==> config.mk <==
export PLATFORM = sky130hd
export DESIGN_NAME = alu_seq_unit
export DESIGN_NICKNAME = d
export VERILOG_FILES = /design/src/rtl/alu_seq_unit.sv
export SDC_FILE = /design/constraint.sdc
export NUM_CORES = 1
export LEC_CHECK = 0
export CAP_MARGIN = 20
export CORE_ASPECT_RATIO = 1.25
export CORE_MARGIN = 2
export CORE_UTILIZATION = 40
export DETAILED_ROUTE_END_ITERATION = 10
export PLACE_DENSITY = 0.64
export REMOVE_ABC_BUFFERS = 1
export SLEW_MARGIN = 20
export SYNTH_ARGS = -nofsm -noshare
export SYNTH_HDL_FRONTEND = slang
export SYNTH_SLANG_ARGS = --single-unit
==> constraint.sdc <==
create_clock -name clk_i -period 5.5 [get_ports clk_i]
set_input_delay 1.65 -clock clk_i [delete_from_list [all_inputs] [get_ports clk_i]]
set_output_delay 1.65 -clock clk_i [all_outputs]
set_load 0.01 [all_outputs]
==> src/rtl/alu_seq_unit.sv <==
// Handshaked 8-bit ALU: add/sub/mul are registered in one cycle, div/mod use 8-cycle restoring division.
// Optional define ALU_SEQ_ERR_EN adds err_o for divide-by-zero and reserved opcodes.
`timescale 1ns/1ps
module alu_seq_unit (
    input  logic       clk_i,
    input  logic       rst_ni,
    input  logic       req_valid_i,
    output logic       req_ready_o,
    input  logic [2:0] ctrl_i,
    input  logic [7:0] data0_i,
    input  logic [7:0] data1_i,
    output logic       resp_valid_o,
    input  logic       resp_ready_i,
    output logic [7:0] result_o
`ifdef ALU_SEQ_ERR_EN
    ,
    output logic       err_o
`endif
);

    localparam logic [2:0] OP_ADD = 3'd0;
    localparam logic [2:0] OP_SUB = 3'd1;
    localparam logic [2:0] OP_MUL = 3'd2;
    localparam logic [2:0] OP_DIV = 3'd3;
    localparam logic [2:0] OP_MOD = 3'd4;

    typedef enum logic [1:0] {
        IDLE = 2'd0,
        DIV  = 2'd1,
        DONE = 2'd2
    } state_t;

    state_t     state_q, state_d;
    logic [2:0] op_q;
    logic [7:0] dvsr_q;
    logic [7:0] quot_q;
    logic [7:0] rem_q;
    logic [2:0] cnt_q;
    logic [7:0] result_q;

    logic [8:0] rem_sh;
    logic [8:0] rem_diff;
    logic       fits;
    logic [7:0] rem_nx;
    logic [7:0] quot_nx;
    logic       is_divmod;

    function automatic logic [7:0] fast_op(input logic [2:0] op,
                                           input logic [7:0] a,
                                           input logic [7:0] b);
        logic [7:0] r;
        case (op)
            OP_ADD:  r = a + b;
            OP_SUB:  r = a - b;
            OP_MUL:  r = a * b;
            default: r = 8'h00;
        endcase
        return r;
    endfunction

    assign is_divmod = (ctrl_i == OP_DIV) || (ctrl_i == OP_MOD);

    // One restoring-division step: shift the next dividend bit into the partial remainder.
    // A zero divisor always "fits", which yields quotient FF and remainder equal to the dividend.
    always_comb begin
        rem_sh   = {rem_q, quot_q[7]};
        rem_diff = rem_sh - {1'b0, dvsr_q};
        fits     = (rem_sh >= {1'b0, dvsr_q});
        rem_nx   = fits ? rem_diff[7:0] : rem_sh[7:0];
        quot_nx  = {quot_q[6:0], fits};
    end

    always_ff @(posedge clk_i or negedge rst_ni) begin
        if (!rst_ni) begin
            state_q <= IDLE;
        end else begin
            state_q <= state_d;
        end
    end

    always_comb begin
        state_d = state_q;
        case (state_q)
            IDLE: begin
                if (req_valid_i) begin
                    state_d = is_divmod ? DIV : DONE;
                end
            end
            DIV: begin
                if (cnt_q == 3'd7) begin
                    state_d = DONE;
                end
            end
            DONE: begin
                if (resp_ready_i) begin
                    state_d = IDLE;
                end
            end
            default: state_d = IDLE;
        endcase
    end

    always_ff @(posedge clk_i or negedge rst_ni) begin
        if (!rst_ni) begin
            op_q     <= 3'd0;
            dvsr_q   <= 8'h00;
            quot_q   <= 8'h00;
            rem_q    <= 8'h00;
            cnt_q    <= 3'd0;
            result_q <= 8'h00;
        end else begin
            case (state_q)
                IDLE: begin
                    if (req_valid_i) begin
                        op_q   <= ctrl_i;
                        dvsr_q <= data1_i;
                        quot_q <= data0_i;
                        rem_q  <= 8'h00;
                        cnt_q  <= 3'd0;
                        if (!is_divmod) begin
                            result_q <= fast_op(ctrl_i, data0_i, data1_i);
                        end
                    end
                end
                DIV: begin
                    rem_q  <= rem_nx;
                    quot_q <= quot_nx;
                    cnt_q  <= cnt_q + 3'd1;
                    if (cnt_q == 3'd7) begin
                        result_q <= (op_q == OP_DIV) ? quot_nx : rem_nx;
                    end
                end
                default: ;
            endcase
        end
    end

`ifdef ALU_SEQ_ERR_EN
    logic err_q;

    // Error flag is written at the same points as result_q so both are valid together.
    always_ff @(posedge clk_i or negedge rst_ni) begin
        if (!rst_ni) begin
            err_q <= 1'b0;
        end else begin
            if (state_q == IDLE && req_valid_i && !is_divmod) begin
                err_q <= (ctrl_i > OP_MOD);
            end else if (state_q == DIV && cnt_q == 3'd7) begin
                err_q <= (dvsr_q == 8'h00);
            end
        end
    end

    assign err_o = err_q;
`endif

    assign req_ready_o  = (state_q == IDLE);
    assign resp_valid_o = (state_q == DONE);
    assign result_o     = result_q;

endmodule

==> run metrics <==
Main synth FF type=sky130_fd_sc_hd__dfrtp_1; final weighted congestion of routability-driven global placement=0.904; Max Clock Freq=between 0.15 and 0.2 GHz; routed via count=3334; count of state elements after synthesis=40; Fin. Hold Viols=0; Nets=slightly below 600; tightest hold margin=0.505 ns; Final period util=0.954; detailed router's first-iteration violation count=142; number of setup buffers added after CTS=0; count of unique library cells instantiated by Yosys=56; Inserted Diodes=0; Horiz. Die Dim=91.7 um; length of routed met2 wiring=4930 um; TritonCTS clock tree=built; Placement Setup Slack=-0.586 ns; maximum number of pins on one net before global-route repair=41; Core Region=between 0.009 and 0.01 mm^2; number of antenna violations at the first check in global routing=0; DRC violations left=0; H-tree depth=2; status=finished clean; Slew Limit Fails=0; maximum clock insertion buffer count=2; crit start category=input pin; min-delay worst type=reg -> reg; leading post-synthesis cells by cell area=sky130_fd_sc_hd__dfrtp_1 (26%), sky130_fd_sc_hd__ha_1 (11%), sky130_fd_sc_hd__fa_1 (7.3%); fraction of final layout cells with drive strength greater than 1=0.146; total cell area at the placement stage=0.00449 mm^2; DIE AREA=between 0.01 and 0.015 mm^2; Synth top area share=0.260; PD cells=429 mW/mm^2; wire length on met1=4410 um; Total Wirelength=9960 um; global-route usage over all layers=0.202; maximum vdd drop=0.239 mV; wire length per cell after detailed routing=15.6 um; leakage dissipation=approximately 2.2 nW; first-pass GRT wire length=17000 um; Total Power=0.00200 W; hold buffers post-CTS=0; combined area of the multi-input logic cells=~0.0026 mm^2; insertion delay to the later sink of the worst-skew pair=0.28 ns; count of flip-flops with a built-in enable after synthesis=0; max cap viols=0; number of placed I/O pins=33; Inserted Clock Buffers=5; Synthesis Warnings=0; worst-case clock skew=~0.008 ns; post-DP HPWL=7960 um; buffer type at the clock tree root=sky130_fd_sc_hd__clkbuf_16; number of I/O port buffers=32; number of global-route vias before repair=3498; detailed-routed wire length on met3=339 um; Avg Inst Size Synth=about 8.4 um^2; Netlist Area Pre-Place=0.00385 mm^2; clock-pin slew on the worst setup and hold paths=roughly 0.07 ns; highest net fanout along the worst path=2; final antenna-violating net count=0; post-layout instance area=~0.0047 mm^2; portion of the post-synthesis area used by sequential elements=0.260; Die Ht=114 um; number of setup violations in the final report=0; Max Used Layer=met4; sequential cell area in the final layout=0.00100 mm^2; sinks on the clock net=40; overall overflow remaining after global route=0; worst path setup slack after routing=0.256 ns; worst path required time=about 5.7 ns; vias per cell=5.23; Final TNS setup=0 ns; CP Capture Type=flop; first-pass detailed-route iteration total=4; share of flip-flops with an asynchronous set or reset after synthesis=1.00; row count=40; synthesized netlist cell count=456; crit path DAT=5.41 ns; unrepaired setup endpoints after global routing=no; Layout area overhead=21.5%; cell type with the highest aggregate area in the netlist=sky130_fd_sc_hd__dfrtp_1; Worst Setup Path Type=in -> reg; Filler Cells Inserted=953; starting density of the core=0.404; min Tclk post-route=5.24 ns; Least-Margin Pin Slew=1.07 ns; max_slew headroom=0.290
[worst paths after layout]
check,startpoint,to,slack [ns],cells after the start
max,data0_i[4],result_o[7]$_DFFE_PN0P_,0.26,15
min,cnt_q[0]$_DFFE_PN0P_,cnt_q[0]$_DFFE_PN0P_,0.51,1
max reg2reg,rem_q[5]$_DFFE_PN0P_,result_o[3]$_DFFE_PN0P_,2.92,7
min reg2reg,cnt_q[0]$_DFFE_PN0P_,cnt_q[0]$_DFFE_PN0P_,0.51,1
max in group asynchronous,rst_ni,dvsr_q[4]$_DFFE_PN0P_,3.40,1
min in group asynchronous,rst_ni,quot_q[0]$_DFFE_PN0P_,1.51,1
[flip-flops by register name, indices dropped and copies added, names as in the netlist]
register	cells
cnt_q	3
quot_q	8
rem_q	8
state_q	2
result_o	8
op_q	3
dvsr_q	8
[metrics by stage]
stage / std cells / utilization
finish: 638 / 0.491
global route: 638 / 0.491
CTS: 638 / 0.490
detailed placement: 630 / 0.472
global placement: 630 / 0.472
floorplan: 436 / -
[synthesized netlist by cell type (3+ instances only)]
master                     instances
sky130_fd_sc_hd__nor3b_1           3
sky130_fd_sc_hd__or2_2             3
sky130_fd_sc_hd__mux2i_1          10
sky130_fd_sc_hd__dfrtp_1          40
sky130_fd_sc_hd__o21ai_1           3
sky130_fd_sc_hd__o21ai_0          33
sky130_fd_sc_hd__buf_2             3
sky130_fd_sc_hd__nor2b_1          12
sky130_fd_sc_hd__a211oi_1          3
sky130_fd_sc_hd__xnor2_1          18
sky130_fd_sc_hd__and2_2            4
sky130_fd_sc_hd__mux2_2            8
sky130_fd_sc_hd__nor2_1           39
sky130_fd_sc_hd__nand2b_1          6
sky130_fd_sc_hd__nand2_1          56
sky130_fd_sc_hd__fa_1             14
sky130_fd_sc_hd__a31oi_1           9
sky130_fd_sc_hd__a21o_1            7
sky130_fd_sc_hd__inv_1            44
sky130_fd_sc_hd__o22ai_1           8
sky130_fd_sc_hd__nor3_1            5
sky130_fd_sc_hd__buf_4             5
sky130_fd_sc_hd__a211o_1           4
sky130_fd_sc_hd__ha_1             35
sky130_fd_sc_hd__and2_1            7
sky130_fd_sc_hd__clkbuf_1         11
sky130_fd_sc_hd__a21oi_1          23
sky130_fd_sc_hd__xor2_1            3
sky130_fd_sc_hd__o21a_1            7
[repair_timing]
item	4_1_cts	5_1_grt
pin swaps	0	1
endpoints found under the setup margin	1	1
resized for setup	10	5
hold endpoints to repair	0	0
[cell usage in the layout (no fill, tap or decap), drive strengths merged, types with 4 or more instances in the layout]
cell type	count
a21o	7
nor3	5
o21a	7
buf	37
nor2b	12
a31oi	9
nand2b	6
a21oi	24
mux2i	10
clkdlybuf4s50	24
dfrtp	40
xnor2	19
o22ai	8
nor2	39
nor3b	4
o21ai	36
mux2	8
ha	35
a211o	4
inv	45
clkbuf	6
nand2	57
dlygate4sd2	5
and2	11
fa	14
[report_power, final]
part           internal, W  switching, W  total, W
Combinational     0.000536      0.000628   0.00116
Sequential        0.000416     0.0000861  0.000502
Clock             0.000216      0.000121  0.000337
Total              0.00117      0.000836   0.00200
[area by class of cell]
cell class,count,share of cell area
Clock buffer,5,0.0268
Timing Repair Buffer,68,0.123
Inverter,44,0.0353
Sequential cell,40,0.214
Tap cell,126,0.0337
Multi-Input combinational cell,352,0.557
Clock inverter,3,0.00991
[kinds of logic (layout without fill, tap and decap cells)]
kind of cell	Yosys count	count (layout)	synth area share
multiplexers	18	18	0.0494
AO/OA/AOI/OAI	114	114	0.189
adder cells (fa/ha/maj)	49	49	0.187
flip-flops	40	40	0.260
buffers and inverters	64	120	0.0683
XOR/XNOR	24	24	0.0638
AND/OR/NAND/NOR	147	147	0.182
[worst max-delay path, cell delays in order]
cell                              delay (ns)
sky130_fd_sc_hd__clkdlybuf4s50_1        0.48
sky130_fd_sc_hd__nand2_1                0.07
sky130_fd_sc_hd__fa_1                   0.48
sky130_fd_sc_hd__inv_1                  0.04
sky130_fd_sc_hd__ha_1                   0.29
sky130_fd_sc_hd__fa_1                   0.54
sky130_fd_sc_hd__inv_1                  0.05
sky130_fd_sc_hd__fa_1                   0.54
sky130_fd_sc_hd__inv_1                  0.07
sky130_fd_sc_hd__ha_4                   0.24
sky130_fd_sc_hd__a21oi_2                0.12
sky130_fd_sc_hd__xnor3_1                0.23
sky130_fd_sc_hd__xnor3_1                0.21
sky130_fd_sc_hd__o21ai_1                0.07
sky130_fd_sc_hd__o32a_1                 0.32
[per-layer routing]
layer	track usage	up-vias
li1	-	1656
met1	0.257	1598
met2	0.359	63
met3	0.0192	17
met4	0.0697	0
met5	0	-
No activity file was read; power rests on OpenSTA's default activity.
==> variant 1 (config.mk and constraints unchanged) <==
Encoding of `state_t`: now one-hot (3 bits for 3 states).
--- a/src/rtl/alu_seq_unit.sv
+++ b/src/rtl/alu_seq_unit.sv
@@ -25,8 +25,8 @@
     localparam logic [2:0] OP_MOD = 3'd4;
 
-    typedef enum logic [1:0] {
-        IDLE = 2'd0,
-        DIV  = 2'd1,
-        DONE = 2'd2
+    typedef enum logic [2:0] {
+        IDLE = 3'b001,
+        DIV  = 3'b010,
+        DONE = 3'b100
     } state_t;
 
Function: no difference found for any inputs over 10 cycles, from zero or initial values and one cycle with rst_ni low; not proved beyond that.
==> variant 1 against the original RTL <==
Total power fell by 8.7%; worst setup slack got worse by 0.055 ns; wire length rose by 3.4%; maximum frequency fell by 1.0%; count of clock-buffer cells in the layout did not move; cell area rose by 0.59%; sequential share of layout area rose by 0.43 points; sequential cell count rose by 1; sequential power fell by 2%; synthesized area rose by 0.46%; critical path type unchanged.
==> variant 1: results (changes against the original RTL) <==
\begin{tabular}{lr}
\hline
Metric & Value \\
\hline
\multicolumn{2}{l}{\textbf{Run status}} \\
\quad Outcome & finished clean \\
\multicolumn{2}{l}{\textbf{Synth}} \\
\quad Ranking of synthesized cells by instance count & nand2\_1 (57), inv\_1 (47), dfrtp\_1 (40) \\
\quad Part of the Yosys area used for sequential elements & 26.6\% (+0.56 points) \\
\multicolumn{2}{l}{\textbf{Placed design}} \\
\quad Post-DP HPWL & 8180 um (+2.7\%) \\
\quad Placement Setup Slack & -0.568 ns (+0.0175 ns) \\
\quad RePlAce Congestion & 0.894 (-1.1\%) \\
\multicolumn{2}{l}{\textbf{Global routing}} \\
\quad Global-route track usage on met3 & 1.65\% (-0.26 points) \\
\quad Via count of the first global-routing pass & 3526 (+0.80\%) \\
\quad M2 GR Usage & 36.9\% (+0.98 points) \\
\quad First-pass GRT wire length & 17100 um (+0.48\%) \\
\quad Overall Global Routing Usage & 20.4\% (+0.25 points) \\
\quad Largest net degree at the start of global routing & 42 (+2.4\%) \\
\quad Global Route met1 Usage & 24.0\% (-1.7 points) \\
\multicolumn{2}{l}{\textbf{Power and ir drop}} \\
\quad Leakage & 2.16 nW (+0.20\%) \\
\quad Max VDD drop & 0.000198 V (-17\%) \\
\multicolumn{2}{l}{\textbf{Worst setup path}} \\
\quad CP arrival & 5.43 ns (+0.02 ns) \\
\quad Slowest cell on the critical path & fa\_1 \\
\multicolumn{2}{l}{\textbf{Routing}} \\
\quad Initial DRC Count & 173 (+22\%) \\
\quad Routed length per instance & 16.2 um (+4.0\%) \\
\multicolumn{2}{l}{\textbf{Timing}} \\
\quad Relative max-transition margin & 31.1\% (+2.1 points) \\
\quad Worst clock skew & 0.00790 ns (-0.0000415 ns) \\
\multicolumn{2}{l}{\textbf{CTS}} \\
\quad Clock slew at the register clock pins of the worst setup and hold paths & 0.07 ns (about the same) \\
\multicolumn{2}{l}{\textbf{Cells and area}} \\
\quad Number of nets in the finished design & 579 (-0.69\%) \\
\quad Layout cells sized above 1 & 12.8\% (-1.9 points) \\
\quad Fillers & 920 (-3.5\%) \\
\hline
\end{tabular}
## variant 1: cell count changes after synthesis, sizes merged, moves of 5 or more
cell / unedited run / this run
nand3: 1 / 10
nor3b: 4 / 9
nor2: 39 / 33
nor2b: 12 / 4
a31oi: 9 / 2
## variant 1: layout make-up
class,instances,area share [%]
Clock buffer,5,2.66
Tap cell,126,3.35
Multi-Input combinational cell,349,55.1
Timing Repair Buffer,63,11.8
Clock inverter,3,1.46
Sequential cell,41,21.9
Inverter,47,3.75
## variant 1: metrics by stage
| stage | cell area (um2) | instances | hold slack, ns |
|---|---|---|---|
| after global routing | 4700 | 634 | 0.536 |
| after global placement | 4460 | 626 | 0.477 |
| final | 4700 | 634 | 0.511 |
| after floorplan | 3740 | 437 | 0.459 |
| after CTS | 4660 | 634 | 0.509 |
| after detailed placement | 4460 | 626 | 0.491 |
## variant 1: logic make-up (layout without fill, tap and decap cells)
| family | Yosys count | in the layout | synth area share [%] |
|---|---|---|---|
| simple gates | 153 | 153 | 19.1 |
| compound gates | 110 | 110 | 18.5 |
| buf+inv | 64 | 118 | 7.64 |
| fa+ha+maj | 49 | 49 | 18.6 |
| flops | 41 | 41 | 26.6 |
| xor+xnor | 25 | 25 | 6.38 |
| mux | 12 | 12 | 3.24 |
## variant 1: power groups by stage
stage / logic, mW / clock network, mW / registers [mW]
2_1_floorplan: 0.628 / 0 / 0.478
3_3_place_gp: 0.910 / 0 / 0.490
3_5_place_dp: 0.933 / 0 / 0.495
4_1_cts: 0.942 / 0.391 / 0.490
5_1_grt: 1.07 / 0.402 / 0.504
6_report: 0.952 / 0.386 / 0.490
## variant 1: worst register-to-register path: stages, from the launching register on
cell,delay [ns]
dfrtp_1,0.42
ha_1,0.34
a21oi_1,0.17
o21bai_1,0.16
o31ai_2,0.59
a211oi_1,0.23
o31ai_1,0.35
o211ai_1,0.14
## variant 1: worst paths after layout
| path | start | slack (ns) | to |
|---|---|---|---|
| setup / recovery | data0_i[4] | 0.20 | result_o[7] |
| hold / removal | op_q[0] | 0.51 | op_q[0] |
| setup reg to reg | rem_q[2] | 2.98 | result_o[5] |
| hold reg to reg | op_q[0] | 0.51 | op_q[0] |
| max in group asynchronous | rst_ni | 3.43 | cnt_q[1] |
| min in group asynchronous | rst_ni | 1.50 | op_q[1] |
## variant 1: what timing repair did
item | 4_1_cts | 5_1_grt
gates resized for setup | 8 | 8
endpoints found under the hold margin | 0 | 0
endpoints found under the setup margin | 1 | 1
pin swaps | 3 | 8
hold buffers | 0 | 0
## variant 1: routing by layer
metal / up-vias / share of wire [%]
li1: 1667 / -
met5: - / 0
met4: 0 / 5.2
met1: 1649 / 40
met3: 33 / 3.4
met2: 86 / 52
==> variant 2 (same flow settings) <==
Made on the original files. Build with the macro `ALU_SEQ_ERR_EN` defined.
--- a/src/rtl/alu_seq_unit.sv
+++ b/src/rtl/alu_seq_unit.sv
@@ -2,4 +2,6 @@
 // Optional define ALU_SEQ_ERR_EN adds err_o for divide-by-zero and reserved opcodes.
 `timescale 1ns/1ps
+`define ALU_SEQ_ERR_EN
+
 module alu_seq_unit (
     input  logic       clk_i,
Formal check against the unedited RTL (old outputs only; new: err_o): equivalent (Yosys induction, for registers that start in step).
==> variant 2 against the original RTL <==
Sequential cell count grew 1; clock skew shrank 0.0035 ns; synthesized cell count shrank 0.88%; first-iteration DRC count shrank 11%; total power shrank 5.0%; synthesized area shrank 2.4%; critical path type unchanged; worst setup slack lost 0.093 ns; wire length grew 2.8%; cell area shrank 2.0%; maximum frequency shrank 1.7%.
==> variant 2: results (changes against the original RTL) <==
\begin{tabular}{lr}
\hline
Metric & Value \\
\hline
\multicolumn{2}{l}{\textbf{Run status}} \\
\quad Outcome & finished clean \\
\multicolumn{2}{l}{\textbf{Routing}} \\
\quad Avg Vias per Cell & 5.28 (+0.96\%) \\
\quad Routed length per instance & 16.3 um (+4.6\%) \\
\quad Vias post-DR & 3308 (-0.78\%) \\
\multicolumn{2}{l}{\textbf{CTS}} \\
\quad Post\_cts resized & 11 (+1) \\
\quad CTS Sinks & 41 (+2.5\%) \\
\multicolumn{2}{l}{\textbf{Timing}} \\
\quad Slew at the pin closest to its max-slew limit & 0.969 ns (-0.0963 ns) \\
\quad Upper clock frequency limit & 0.187 GHz (-1.7\%) \\
\multicolumn{2}{l}{\textbf{Global routing}} \\
\quad M2 GR Usage & 38.9\% (+3.0 points) \\
\quad First-pass GRT wire length & 17000 um (+0.20\%) \\
\quad Largest net degree at the start of global routing & 42 (+2.4\%) \\
\multicolumn{2}{l}{\textbf{Cells and area}} \\
\quad Clock-cell share of area & 3.77\% (+0.10 points) \\
\quad Clk\_buf instances & 7 (+2) \\
\quad Fraction of standard cell area that is sequential & 22.4\% (+0.99 points) \\
\quad Repair and plain buffers & 60 (-12\%) \\
\quad Final standard cell area without fillers & 0.00458 mm2 (-2.0\%) \\
\quad Number of non-clock inverters in the layout & 43 (-2.3\%) \\
\multicolumn{2}{l}{\textbf{Placed design}} \\
\quad Post-place instance area & 0.00437 mm2 (-2.8\%) \\
\quad Number of cells after detailed placement & 619 (-1.7\%) \\
\quad Post-DP HPWL & 8260 um (+3.8\%) \\
\quad RePlAce Congestion & 0.878 (-2.8\%) \\
\multicolumn{2}{l}{\textbf{Hold path}} \\
\quad Worst Hold Endpoint & op\_q[0] \\
\multicolumn{2}{l}{\textbf{Synth}} \\
\quad Library cells used by synthesis & 58 (+3.6\%) \\
\quad Part of the Yosys area used for sequential elements & 27.3\% (+1.3 points) \\
\quad Ranking of synthesized cells by instance count & nand2\_1 (67), inv\_1 (42), dfrtp\_1 (41) \\
\quad Top cells by area, synth & dfrtp\_1 (27\%), ha\_1 (12\%), fa\_1 (7.5\%), nand2\_1 (6.7\%), inv\_1 (4.2\%) \\
\multicolumn{2}{l}{\textbf{Worst setup path}} \\
\quad Worst reg-to-reg setup slack & 2.97 ns (+0.05 ns) \\
\quad Largest fanout on the critical path & 6 (+4) \\
\quad Critical register-to-register path startpoint & dvsr\_q[1] \\
\hline
\end{tabular}
-- variant 2: cell families (layout without fill, tap and decap cells) --
| logic type | Yosys count | after routing | share of synthesized area, % |
|---|---|---|---|
| simple gates | 161 | 161 | 20.2 |
| compound gates | 107 | 107 | 17.8 |
| buf+inv | 59 | 111 | 6.17 |
| fa+ha+maj | 49 | 49 | 19.1 |
| flops | 41 | 41 | 27.3 |
| xor+xnor | 28 | 28 | 7.47 |
| mux | 7 | 7 | 1.90 |
-- variant 2: worst min-delay path, cell delays in order (launching register included) --
cell and delay [ns]:
dfrtp_1 0.34, nand2_1 0.05, o21ai_1 0.06
-- variant 2: per-layer routing --
| layer | part of all wire (%) | up-vias |
|---|---|---|
| met2 | 54 | 55 |
| met5 | 0 | - |
| met4 | 2.5 | 0 |
| li1 | - | 1640 |
| met3 | 2.5 | 17 |
| met1 | 41 | 1596 |
